File: src/rtl/alu_mult_seq.sv
// Sequential 16x16 shift-add multiplier that borrows the pipeline's execute ALU.
// While running it stalls the pipeline and uses the ALU to accumulate partial products.
module alu_mult_seq #(
    parameter logic [3:0] OP_ADD = 4'b0100
) (
    input  logic        clk,
    input  logic        rst,
    input  logic        start,
    input  logic [15:0] opA,
    input  logic [15:0] opB,
    input  logic [15:0] pipeInA,
    input  logic [15:0] pipeInB,
    input  logic [3:0]  pipeOp,
    input  logic        pipeInvA,
    input  logic        pipeInvB,
    input  logic        pipeCin,
    input  logic [15:0] aluOut,
    output logic [15:0] aluInA,
    output logic [15:0] aluInB,
    output logic [3:0]  aluOp,
    output logic        aluInvA,
    output logic        aluInvB,
    output logic        aluCin,
    output logic        stall,
    output logic        busy,
    output logic        done,
    output logic [15:0] product
);

    localparam logic [1:0] ST_IDLE = 2'b00;
    localparam logic [1:0] ST_RUN  = 2'b01;
    localparam logic [1:0] ST_DONE = 2'b10;

    logic [1:0]  state_r, state_s;
    logic [15:0] acc_r, acc_s;
    logic [15:0] mcand_r, mcand_s;
    logic [15:0] mplier_r, mplier_s;
    logic [3:0]  count_r, count_s;
    logic [15:0] product_r, product_s;
    logic        done_r, done_s;

    // Next-state and datapath update for the sequencer
    always_comb begin
        state_s   = state_r;
        acc_s     = acc_r;
        mcand_s   = mcand_r;
        mplier_s  = mplier_r;
        count_s   = count_r;
        product_s = product_r;
        done_s    = 1'b0;
        case (state_r)
            ST_IDLE: begin
                if (start) begin
                    mcand_s  = opA;
                    mplier_s = opB;
                    acc_s    = 16'h0000;
                    count_s  = 4'd0;
                    state_s  = ST_RUN;
                end else begin
                    state_s  = ST_IDLE;
                end
            end
            ST_RUN: begin
                // ALU currently computes acc + mcand; keep it only when this multiplier bit is set
                if (mplier_r[0]) begin
                    acc_s = aluOut;
                end else begin
                    acc_s = acc_r;
                end
                mcand_s  = {mcand_r[14:0], 1'b0};
                mplier_s = {1'b0, mplier_r[15:1]};
                count_s  = count_r + 4'd1;
                if (count_r == 4'd15) begin
                    product_s = acc_s;
                    done_s    = 1'b1;
                    state_s   = ST_DONE;
                end else begin
                    state_s   = ST_RUN;
                end
            end
            ST_DONE: begin
                state_s = ST_IDLE;
            end
            default: begin
                state_s = ST_IDLE;
            end
        endcase
    end

    // State and datapath registers, cleared asynchronously by reset
    always_ff @(posedge clk or negedge rst) begin
        if (!rst) begin
            state_r   <= ST_IDLE;
            acc_r     <= 16'h0000;
            mcand_r   <= 16'h0000;
            mplier_r  <= 16'h0000;
            count_r   <= 4'd0;
            product_r <= 16'h0000;
            done_r    <= 1'b0;
        end else begin
            state_r   <= state_s;
            acc_r     <= acc_s;
            mcand_r   <= mcand_s;
            mplier_r  <= mplier_s;
            count_r   <= count_s;
            product_r <= product_s;
            done_r    <= done_s;
        end
    end

    // ALU control mux: sequencer owns the ALU only while running
    always_comb begin
        if (state_r == ST_RUN) begin
            aluInA  = acc_r;
            aluInB  = mcand_r;
            aluOp   = OP_ADD;
            aluInvA = 1'b0;
            aluInvB = 1'b0;
            aluCin  = 1'b0;
        end else begin
            aluInA  = pipeInA;
            aluInB  = pipeInB;
            aluOp   = pipeOp;
            aluInvA = pipeInvA;
            aluInvB = pipeInvB;
            aluCin  = pipeCin;
        end
    end

    assign stall   = (state_r == ST_RUN);
    assign busy    = (state_r == ST_RUN) || (state_r == ST_DONE);
    assign done    = done_r;
    assign product = product_r;

endmodule

File: config.mk
export PLATFORM = sky130hd
export DESIGN_NAME = alu_mult_seq
export DESIGN_NICKNAME = d
export VERILOG_FILES = /design/src/rtl/alu_mult_seq.sv
export SDC_FILE = /design/constraint.sdc
export NUM_CORES = 1
export LEC_CHECK = 0
export ABC_AREA = 1
export ABC_CLOCK_PERIOD_IN_PS = 3000
export CAP_MARGIN = 30
export CORE_ASPECT_RATIO = 0.5
export CORE_MARGIN = 1
export CORE_UTILIZATION = 40
export DETAILED_ROUTE_END_ITERATION = 6
export PLACE_DENSITY = 0.77
export SYNTH_ARGS = -nofsm -noshare
export SYNTH_HDL_FRONTEND = slang
export SYNTH_SLANG_ARGS = --single-unit
File: constraint.sdc
create_clock -name clk -period 3 [get_ports clk]
set_clock_uncertainty 0.1 [all_clocks]
set_input_delay 0.6 -clock clk [delete_from_list [all_inputs] [get_ports clk]]
set_output_delay 0.6 -clock clk [all_outputs]
set_load 0.05 [all_outputs]
# Word level (Yosys, flattened, before mapping)
# Cells that the tools add are included.
classes:
  addsub: 1
  eq_ne: 4
  mux: 20
  n_reduce_logical: 5
op_table:
  columns: ["op", "n"]
  rows:
  - ["$mux 16", 6]
  - ["$pmux 16 s2", 3]
  - ["$mux 4", 2]
  - ["$pmux 4 s2", 1]
  - ["$mux 1", 6]
  - ["$add 4x1->4 const B", 1]
  - ["$eq 4x4->1 const B", 1]
  - ["$pmux 2 s2", 1]
  - ["$reduce_and 2->1", 2]
  - ["$eq 2x1->1 const B", 1]
  - ["$eq 2x2->1 const B", 1]
  - ["$logic_not 2->1", 1]
  - ["$mux 2", 1]
  - ["$ne 2x2->1 const B", 1]
  - ["$reduce_bool 2->1", 1]
  - ["$logic_or 1x1->1", 1]
totals:
  ff_bits: 71
  in_bits: 90
  output_inout_bits: 58
  elab_cells: 37

# Longest topological paths before layout
logic_depth:
  word_depth: 3
  depth_mapped: 10
  ltp_nobuf: 8

# Worst setup path after synthesis
# Ideal clock, no wire load.
synth_path:
  path_type: "flip-flop to output port"
  startpoint: "register done (netlist name)"
  endpoint: "output aluInA[10]"
  t_arrival_ns: 2.871
  required_time_ns: 2.300
  path_slack_ns: -0.571
  stages_incl_launch_ff: 8
  n_path_buf: 3
  path_cell_list: "dfrtp_1 -> inv_1 -> ha_1 -> buf_6 -> inv_2 -> buf_2 -> buf_2 -> o21ai_0"
synth_lines:
  columns: ["element", "line", "source"]
  rows:
  - ["end, declared", "18", "output logic [15:0] aluInA,"]

==> results.json <==
{
  "post_cts.repair.setup_buffers": 0,
  "critPathSlowestCell": "sky130_fd_sc_hd__dfrtp_1",
  "worst_ep_arrival_time_ns": 1.86,
  "synth.top_cell.area_share": 0.493,
  "floorplan.initialDensity": 0.429,
  "worstSetupEndpointType": "output port",
  "path_max_fanout": 56,
  "synth_cell_type_count": 21,
  "worstHoldPathType": "input port to asynchronous set/reset pin",
  "vdd_ir_drop_max_mv": 0.686,
  "cts_made_buffers": 9,
  "crit_family": "buffers and inverters",
  "unrepaired_setup_endpoints_after_global_routing": "no",
  "antenna_violations_before_repair": 0,
  "fin_ws_ns": 0.438,
  "cts-hold-fix-buffers": 0,
  "intPower_mw": 3.40,
  "worstPathRequired_ns": 2.30,
  "powerDensity_nw_per_um2": 1220,
  "design.core.area_sq_um": 8290,
  "first_iter_violations": 157,
  "synth.yosys.seq_area_share": 0.493,
  "viasPerCell": 4.65,
  "post-route-drc-count": 0,
  "slew-limit-headroom": 0.372,
  "port-buffer-count": 147,
  "clock_tree.htree_level_count": 3,
  "area_of_the_mapped_netlist_sq_um": 3550,
  "dpl-instance-area_sq_um": 5260,
  "first_pass_grt_wire_length_um": 15000,
  "finalWeightedCongestion": 0.756,
  "p_leak_nw": 2.73,
  "syn_area_per_cell_sq_um": 7.21,
  "timing.final.crit_period_ns": 2.56,
  "ys_seq_elements": 70,
  "pre_cts_ws_ns": 0.662,
  "dominantRegCellSynth": "sky130_fd_sc_hd__dfrtp_1",
  "tritoncts_num_sinks": 70,
  "fin_worst_hold_slack_ns": 0.0385,
  "grt_start_max_net_pins": 57,
  "final_cell_count_no_fill": 749,
  "synth_commonest_cells": "243 x sky130_fd_sc_hd__nand2_1, 70 x sky130_fd_sc_hd__dfrtp_1, 60 x sky130_fd_sc_hd__o21ai_0",
  "switching_power_mw": 3.33,
  "track_usage": 0.210,
  "netSwitchingFraction": 0.495,
  "yosys.area.top_type": "sky130_fd_sc_hd__dfrtp_1",
  "first_global_vias": 3179,
  "clock_insertion_delay_worst_skew_ns": 0.33,
  "dp_hpwl_um": 6420,
  "utilization": 0.668,
  "ctsRootBufferMaster": "sky130_fd_sc_hd__clkbuf_16",
  "postCtsResizedCells": 0,
  "path_class": "flip-flop to output port",
  "syn_inst": 493,
  "final-setup-viol-count": 0,
  "power.share.sequential": 0.230,
  "tritoncts": "done",
  "finalMaxSlewViolations": 0,
  "yosysWarningCount": 0,
  "post_synthesis_net_count": 586,
  "firstDrtPassIters": 4,
  "timing_worst_slew_pin_value_ns": 0.942,
  "max_capacitance_violation_count": 0,
  "place_inst": 733,
  "die_h_um": 68.6,
  "async_flop_share": 1.00,
  "timing.critical_path.from_type": "flip-flop",
  "ys_top_cells_by_area": "sky130_fd_sc_hd__dfrtp_1 49%, sky130_fd_sc_hd__nand2_1 26%, sky130_fd_sc_hd__o21ai_0 8.5%, sky130_fd_sc_hd__inv_1 5.0%, sky130_fd_sc_hd__buf_2 2.1%",
  "grt.overflow.total": 0,
  "design.die.area_sq_um": 9280,
  "final_min_period_over_clock_period": 0.854,
  "clock_path_buffers": 2,
  "clock_power_share": 0.144,
  "via_count": 3484,
  "crit_chain": "inv_1 -> ha_1 -> inv_2 -> buf_12 -> nand2_1 -> o21ai_1 -> buf_12",
  "area_delta_synth_final_pct": 55.8,
  "comb_power_share": 0.626,
  "synth_most_common_cell": "sky130_fd_sc_hd__nand2_1",
  "post_route_cells_drive_above_1_share": 0.127,
  "final_hold_viol_count": 0,
  "rows": 23,
  "timing.critical_path.slowest_cell_delay_ns": 0.34,
  "synth_enable_flop_cells": 0,
  "clk_transition_reported_paths_ns": 0.06,
  "diodes": 0,
  "run_status": "completed",
  "num-nets-final": 725,
  "final_cell_area_sq_um": 5530,
  "crit_top_cell": "sky130_fd_sc_hd__buf_12",
  "route.antenna.remaining_nets": 0,
  "cp_num_buf_inv": 4,
  "die_width_um": 135,
  "top_level_ports": 148,
  "wl_per_cell_um": 12.2,
  "postRouteWirelength_um": 9100,
  "max_freq_ghz": 0.390
}
## power groups by stage
stage | logic (mW) | registers [mW] | clock network [mW]
after floorplan | 2.42 | 1.88 | 0
after global placement | 4.19 | 1.55 | 0
after detailed placement | 4.26 | 1.56 | 0
after CTS | 4.27 | 1.55 | 0.992
after global routing | 4.56 | 1.60 | 1.05
final | 4.22 | 1.55 | 0.970
## worst register-to-register path: cells and delay by family (launching register included)
family                     cells  cell delay (ns)
and+or+nand+nor                4             0.45
DFF                            1             0.34
adders and majority gates      1             0.21
buffers and inverters          3             0.95
## worst paths after layout
| check | start | end | slack [ns] | cells after the start |
|---|---|---|---|---|
| min in group clk | mcand_r[7] | mcand_r[7] | 0.37 | 2 |
| max reg2reg | done | mplier_r[7] | 0.88 | 8 |
| max | done | aluInA[8] | 0.44 | 7 |
| min | rst | mplier_r[10] | 0.04 | 1 |
| min reg2reg | mcand_r[7] | mcand_r[7] | 0.37 | 2 |
| max in group asynchronous | rst | product[9] | 2.06 | 2 |
## cell families (layout without fill, tap and decap cells)
kind of cell / Yosys count / in the layout / share of synthesized area
AND/OR/NAND/NOR: 272 / 272 / 0.299
flip-flops: 70 / 70 / 0.493
buffers and inverters: 75 / 219 / 0.0919
AO/OA/AOI/OAI: 73 / 73 / 0.105
adder cells (fa/ha/maj): 3 / 3 / 0.0106
## layout by cell type, fill, tap and decap left out, drive strengths merged
cell type and instances:
nand2 244, clkdlybuf4s50 106, dfrtp 70, o21ai 68
buf 49, inv 48, nand3 15, nor2 10
clkbuf 10, ha 3, clkinv 3, clkinvlp 3
a21oi 3, or2 2, nor3 1, o21a 1
o211ai 1
## routing by layer
layer,vias to the layer above,part of all wire,GRT usage
met2,99,0.49,0.369
li1,1795,-,-
met3,10,0.055,0.0519
met4,0,0.0092,0.0604
met5,-,0,0
met1,1580,0.45,0.261
## sequential cells by signal, indices dropped and copies added (netlist names)
| signal | cells |
|---|---|
| acc_r | 16 |
| state_r | 1 |
| count_r | 4 |
| mcand_r | 16 |
| mplier_r | 16 |
| product | 16 |
| done | 1 |
## cell type report
type	count	area [sq um]
fill	751	2760
clock inverter	6	37.5
tap	112	140
clock buffer	10	239
sequential	70	1750
inverter	48	180
timing repair buffer	155	1680
multi-input combinational	348	1510
## through the flow
step | setup TNS [ns] | total power, mW
6_report | 0 | 6.73
3_5_place_dp | 0 | 5.82
3_3_place_gp | 0 | 5.74
2_1_floorplan | -1.58 | 4.30
4_1_cts | 0 | 6.81
5_1_grt | 0 | 7.21
(Power assumes the default switching activity.)
